## src/rtl/fetch_unit.sv

```systemverilog
// Instruction fetch unit: holds PC and IR and runs the IDLE/REQ/VALID handshake
// with instruction memory. Each rising edge of PC_WRITE launches one fetch.
// Optional build macro FETCH_TIMEOUT_EN adds a 255-cycle request timeout that
// substitutes a noop and raises the sticky FETCH_ERR flag.
module fetch_unit (
    input  logic        CLK,
    input  logic        RST_F,
    input  logic        PC_WRITE,
    input  logic        PC_SEL,
    input  logic        BR_SEL,
    input  logic        PC_RST,
    input  logic        IMEM_ACK,
    input  logic [31:0] IMEM_DATA,
    output logic        IMEM_REQ,
    output logic [15:0] IMEM_ADDR,
    output logic [3:0]  OPCODE,
    output logic [3:0]  MM,
    output logic [15:0] IMM,
    output logic [15:0] PC_OUT,
    output logic        IR_VALID,
    output logic        HALTED,
    output logic        FETCH_ERR
);

    typedef enum logic [1:0] {
        IDLE  = 2'd0,
        REQ   = 2'd1,
        VALID = 2'd2
    } state_t;

    state_t             state;
    state_t             state_nxt;
    logic        [15:0] pc;
    logic        [15:0] pc_next;
    logic        [31:0] ir;
    logic               pc_write_q;
    logic               first_fetch;
    logic               halted;
    logic               launch;
    logic               ack_load;
    logic               timeout;
    logic signed [15:0] imm_s;
    logic signed [15:0] pc_rel;
    logic               unused_ir;

    // Relative branch target: PC plus sign-extended immediate, wrapping mod 2^16
    assign imm_s     = $signed(ir[15:0]);
    assign pc_rel    = $signed(pc) + imm_s;
    assign unused_ir = ^ir[23:16];

    // Select the PC value taken on a launch
    always_comb begin
        pc_next = pc + 16'd1;
        if (PC_SEL) begin
            pc_next = BR_SEL ? $unsigned(pc_rel) : ir[15:0];
        end
    end

`ifdef FETCH_TIMEOUT_EN
    logic [7:0] to_cnt;
    logic       fetch_err;

    // 255th request cycle without an acknowledge ends the fetch
    assign timeout   = (state == REQ) && !IMEM_ACK && (to_cnt == 8'd254);
    assign FETCH_ERR = fetch_err;

    // Count cycles spent waiting in REQ; cleared whenever the wait ends
    always_ff @(posedge CLK) begin
        if (!RST_F || PC_RST) begin
            to_cnt <= 8'd0;
        end else if ((state == REQ) && !IMEM_ACK && !timeout) begin
            to_cnt <= to_cnt + 8'd1;
        end else begin
            to_cnt <= 8'd0;
        end
    end

    // Sticky timeout flag, cleared only by RST_F
    always_ff @(posedge CLK) begin
        if (!RST_F) begin
            fetch_err <= 1'b0;
        end else if (timeout && !PC_RST) begin
            fetch_err <= 1'b1;
        end
    end
`else
    assign timeout   = 1'b0;
    assign FETCH_ERR = 1'b0;
`endif

    // State register
    always_ff @(posedge CLK) begin
        if (!RST_F) begin
            state <= IDLE;
        end else begin
            state <= state_nxt;
        end
    end

    // Next-state decode, launch/load strobes and handshake outputs
    always_comb begin
        state_nxt = state;
        launch    = 1'b0;
        ack_load  = 1'b0;
        IMEM_REQ  = 1'b0;
        IR_VALID  = 1'b0;
        case (state)
            IDLE: begin
                if (PC_WRITE && !pc_write_q && !halted) begin
                    launch    = 1'b1;
                    state_nxt = REQ;
                end
            end
            REQ: begin
                IMEM_REQ = 1'b1;
                if (IMEM_ACK) begin
                    ack_load  = 1'b1;
                    state_nxt = VALID;
                end else if (timeout) begin
                    state_nxt = VALID;
                end
            end
            VALID: begin
                IR_VALID  = 1'b1;
                state_nxt = IDLE;
            end
            default: state_nxt = IDLE;
        endcase
        // PC clear overrides any launch or acknowledge in the same cycle
        if (PC_RST) begin
            state_nxt = IDLE;
            launch    = 1'b0;
            ack_load  = 1'b0;
        end
    end

    // PC, IR, first-fetch and halt tracking
    always_ff @(posedge CLK) begin
        if (!RST_F) begin
            pc          <= 16'd0;
            ir          <= 32'd0;
            first_fetch <= 1'b1;
            halted      <= 1'b0;
            pc_write_q  <= 1'b0;
        end else begin
            pc_write_q <= PC_WRITE;
            if (PC_RST) begin
                pc          <= 16'd0;
                first_fetch <= 1'b1;
                halted      <= 1'b0;
            end else begin
                if (launch) begin
                    first_fetch <= 1'b0;
                    if (!first_fetch) begin
                        pc <= pc_next;
                    end
                end
                if (ack_load) begin
                    ir <= IMEM_DATA;
                    if (IMEM_DATA[31:28] == 4'hF) begin
                        halted <= 1'b1;
                    end
                end else if (timeout) begin
                    ir <= 32'd0;
                end
            end
        end
    end

    assign IMEM_ADDR = pc;
    assign PC_OUT    = pc;
    assign OPCODE    = ir[31:28];
    assign MM        = ir[27:24];
    assign IMM       = ir[15:0];
    assign HALTED    = halted;

endmodule
```

## config.mk

```make
export PLATFORM = sky130hd
export DESIGN_NAME = fetch_unit
export DESIGN_NICKNAME = d
export VERILOG_FILES = /design/src/rtl/fetch_unit.sv
export SDC_FILE = /design/constraint.sdc
export NUM_CORES = 1
export LEC_CHECK = 0
export CELL_PAD_IN_SITES_DETAIL_PLACEMENT = 0
export CELL_PAD_IN_SITES_GLOBAL_PLACEMENT = 1
export CORE_UTILIZATION = 36
export DETAILED_ROUTE_END_ITERATION = 8
export PLACE_DENSITY = 0.88
export SLEW_MARGIN = 20
export SYNTH_ARGS = -nofsm -noshare
export SYNTH_HDL_FRONTEND = slang
export SYNTH_SLANG_ARGS = --single-unit
```

## constraint.sdc

```tcl
create_clock -name CLK -period 5.1 [get_ports CLK]
set_clock_uncertainty 0.15 [all_clocks]
set_input_delay 0.51 -clock CLK [delete_from_list [all_inputs] [get_ports CLK]]
set_output_delay 0.51 -clock CLK [all_outputs]
set_load 0.02 [all_outputs]
```

==> flow_summary.ini <==
[sta]
setup_violations = 0
fmax_ghz = 0.368
fin_crit_sh_pct = 53.2
hold_violations = 0
tightest_slew_ns = 0.993
final.setup.tns_ns = 0
slew_viol_final = 0
rsz0062_at_grt = false
relSlewSlack_pct = 33.6
finalCriticalPeriod_ns = 2.71

[logic_synthesis]
synth-edff-count = 0
ys_ff_latch = 45
synth.distinct_cells = 53
synth.cell_area_um2 = 3080
yosys_warnings = 0
async_reset_ff_share_pct = 0
syn_area_per_cell_um2 = 7.65
syn_inst = 402
syn-num-nets = 458
ys.flop_type = dfxtp_1
yosysSeqAreaShare_pct = 29.3

[floorplanning]
floorplan.initialDensity_pct = 37.2
core-area_um2 = 8260
fp.dieArea_um2 = 8920
die_w_um = 94.4
rows = 33
ios = 99
die_y_um = 94.4

[placement]
gp_congestion = 0.851
port-buffer-count = 89
dp_hpwl_um = 5950

[clock_tree]
clkSinkCount = 45
clk_pin_slew_ns = 0.09
cts_tree = built
cts_max_level = 2
cts_root_buffer = clkbuf_8
insertion_delay_ns = 0.30
cts_setup_buffers = 0
clockBufferDepth = 2
ctsHoldBuffers = 0
post_cts_resized = 0
cts_buffers = 5

[detailed_routing]
drt-total-wl_um = 8150
drt_iter0_drc = 151
vias_per_cell = 5.27
ant_nets = 0
first_pass_iters = 4
drc = 0
wl_per_cell_um = 14.3
vias = 2998

[finish]
final_core_util_pct = 48.3
layout_commonest_cell = clkdlybuf4s50_1
fin_nets = 520
antennaDiodeCount = 0
final_cell_mix = clkdlybuf4s50_1, nand2_1, dfxtp_1
drive_above_1_share_pct = 4.96
multi_input_comb_area_um2 = 1920
syn_to_final_growth_pct = 29.6
nFillCells = 841
regArea_um2 = 901

[job]
max_cap_viol_count = 0

[worst_setup_path]
critical_path_class = flop to flop
endpoint_kind = flop
critical_path.max_fanout = 9
start_kind = flop
worstPathRequired_ns = 5.14
r2r_setup_slack_ns = 2.39
critPathArrivalTime_ns = 2.76

[grt]
grt_pass1_wl_um = 13000
track_usage_pct = 18.4
grt_max_degree = 42
antenna_found_initial = 0
grt_pass1_vias = 2720
overflow = 0

[hold_path]
min_path_type = flop to flop

[power_and_ir_drop]
vdd_ir_drop_max_uv = 157
p_total_uw = 659
powerDensity_nw_per_um2 = 165
power_leakage_nw = 1.46

[status]
status = complete, no violations
-- registers in the layout, summed over array words and instances (netlist names) --
signal / flops
HALTED: 1
IMEM_ADDR: 16
first_fetch: 1
ir: 24
pc_write_q: 1
state: 2
-- cells by family (layout without fill, tap and decap cells) --
kind of cell	count (synthesis)	count (layout)	synth area share, %
and+or+nand+nor	147	147	22.4
AOI/OAI and AO/OA	125	125	26.5
buffers and inverters	47	109	8.46
DFF	45	45	29.3
adders and majority gates	17	17	7.16
xor gates and xnor gates	12	12	3.42
muxes	8	8	2.69
other	1	1	0.122
-- cells in the mapped netlist (7+ instances only) --
| cell | n | area share [%] |
|---|---|---|
| inv_1 | 11 | 1.3 |
| o21ai_0 | 21 | 3.4 |
| nand2_1 | 69 | 8.4 |
| a21oi_1 | 36 | 5.9 |
| nor2_1 | 19 | 2.3 |
| xnor2_1 | 7 | 2.0 |
| clkbuf_1 | 13 | 1.6 |
| dfxtp_1 | 45 | 29 |
| nor3_1 | 13 | 2.1 |
| a21boi_0 | 24 | 5.9 |
| buf_4 | 17 | 4.1 |
| ha_1 | 16 | 6.5 |
| nand3_1 | 10 | 1.6 |
-- path summary, 6_finish.rpt --
kind	start	end	cells after the start
max	IMEM_ADDR[0]	IMEM_ADDR[10]	9
min	ir[28]	ir[28]	2
min reg2reg	ir[28]	ir[28]	2
max reg2reg	IMEM_ADDR[0]	IMEM_ADDR[10]	9
-- metal layers --
metal,track usage [%],share of wire [%]
met5,0,0
met4,5.13,0.91
met3,4.83,7.4
met2,28.9,45
met1,24.8,47
-- layout make-up --
cell class / count / share of cell area, %
multi-input combinational: 310 / 48.2
timing repair buffer: 91 / 22.7
sequential: 45 / 22.6
tap: 105 / 3.30
clock inverter: 2 / 0.408
inverter: 11 / 1.04
clock buffer: 5 / 1.73
-- stage by stage --
| step | hold slack [ns] | cells | cell area (um^2) | setup WS, ns |
|---|---|---|---|---|
| 4_1_cts | 0.325 | 569 | 3980 | 2.39 |
| 3_3_place_gp | 0.303 | 562 | 3890 | 2.30 |
| 5_1_grt | 0.353 | 569 | 3990 | 2.21 |
| 3_5_place_dp | 0.312 | 562 | 3890 | 2.27 |
| 2_1_floorplan | 0.293 | 402 | 3080 | 2.59 |
| 6_report | 0.319 | 569 | 3990 | 2.39 |
-- power by group --
part           switching [mW]  internal, mW  leakage (nW)
sequential            0.00339         0.355         0.363
clock                   0.132        0.0948        0.0402
combinational          0.0363        0.0381          1.06
total                   0.171         0.487          1.46
-- worst max-delay path, stage by stage, from the launching register on --
cell and delay [ns]:
dfxtp_1 0.42, ha_1 0.27, fa_1 0.42, a21o_1 0.22, a31oi_1 0.28, nor3_1 0.11, nor2_1 0.16, mux2_2 0.35
a21oi_1 0.12, o21ai_0 0.10
(Power assumes the default switching activity.)
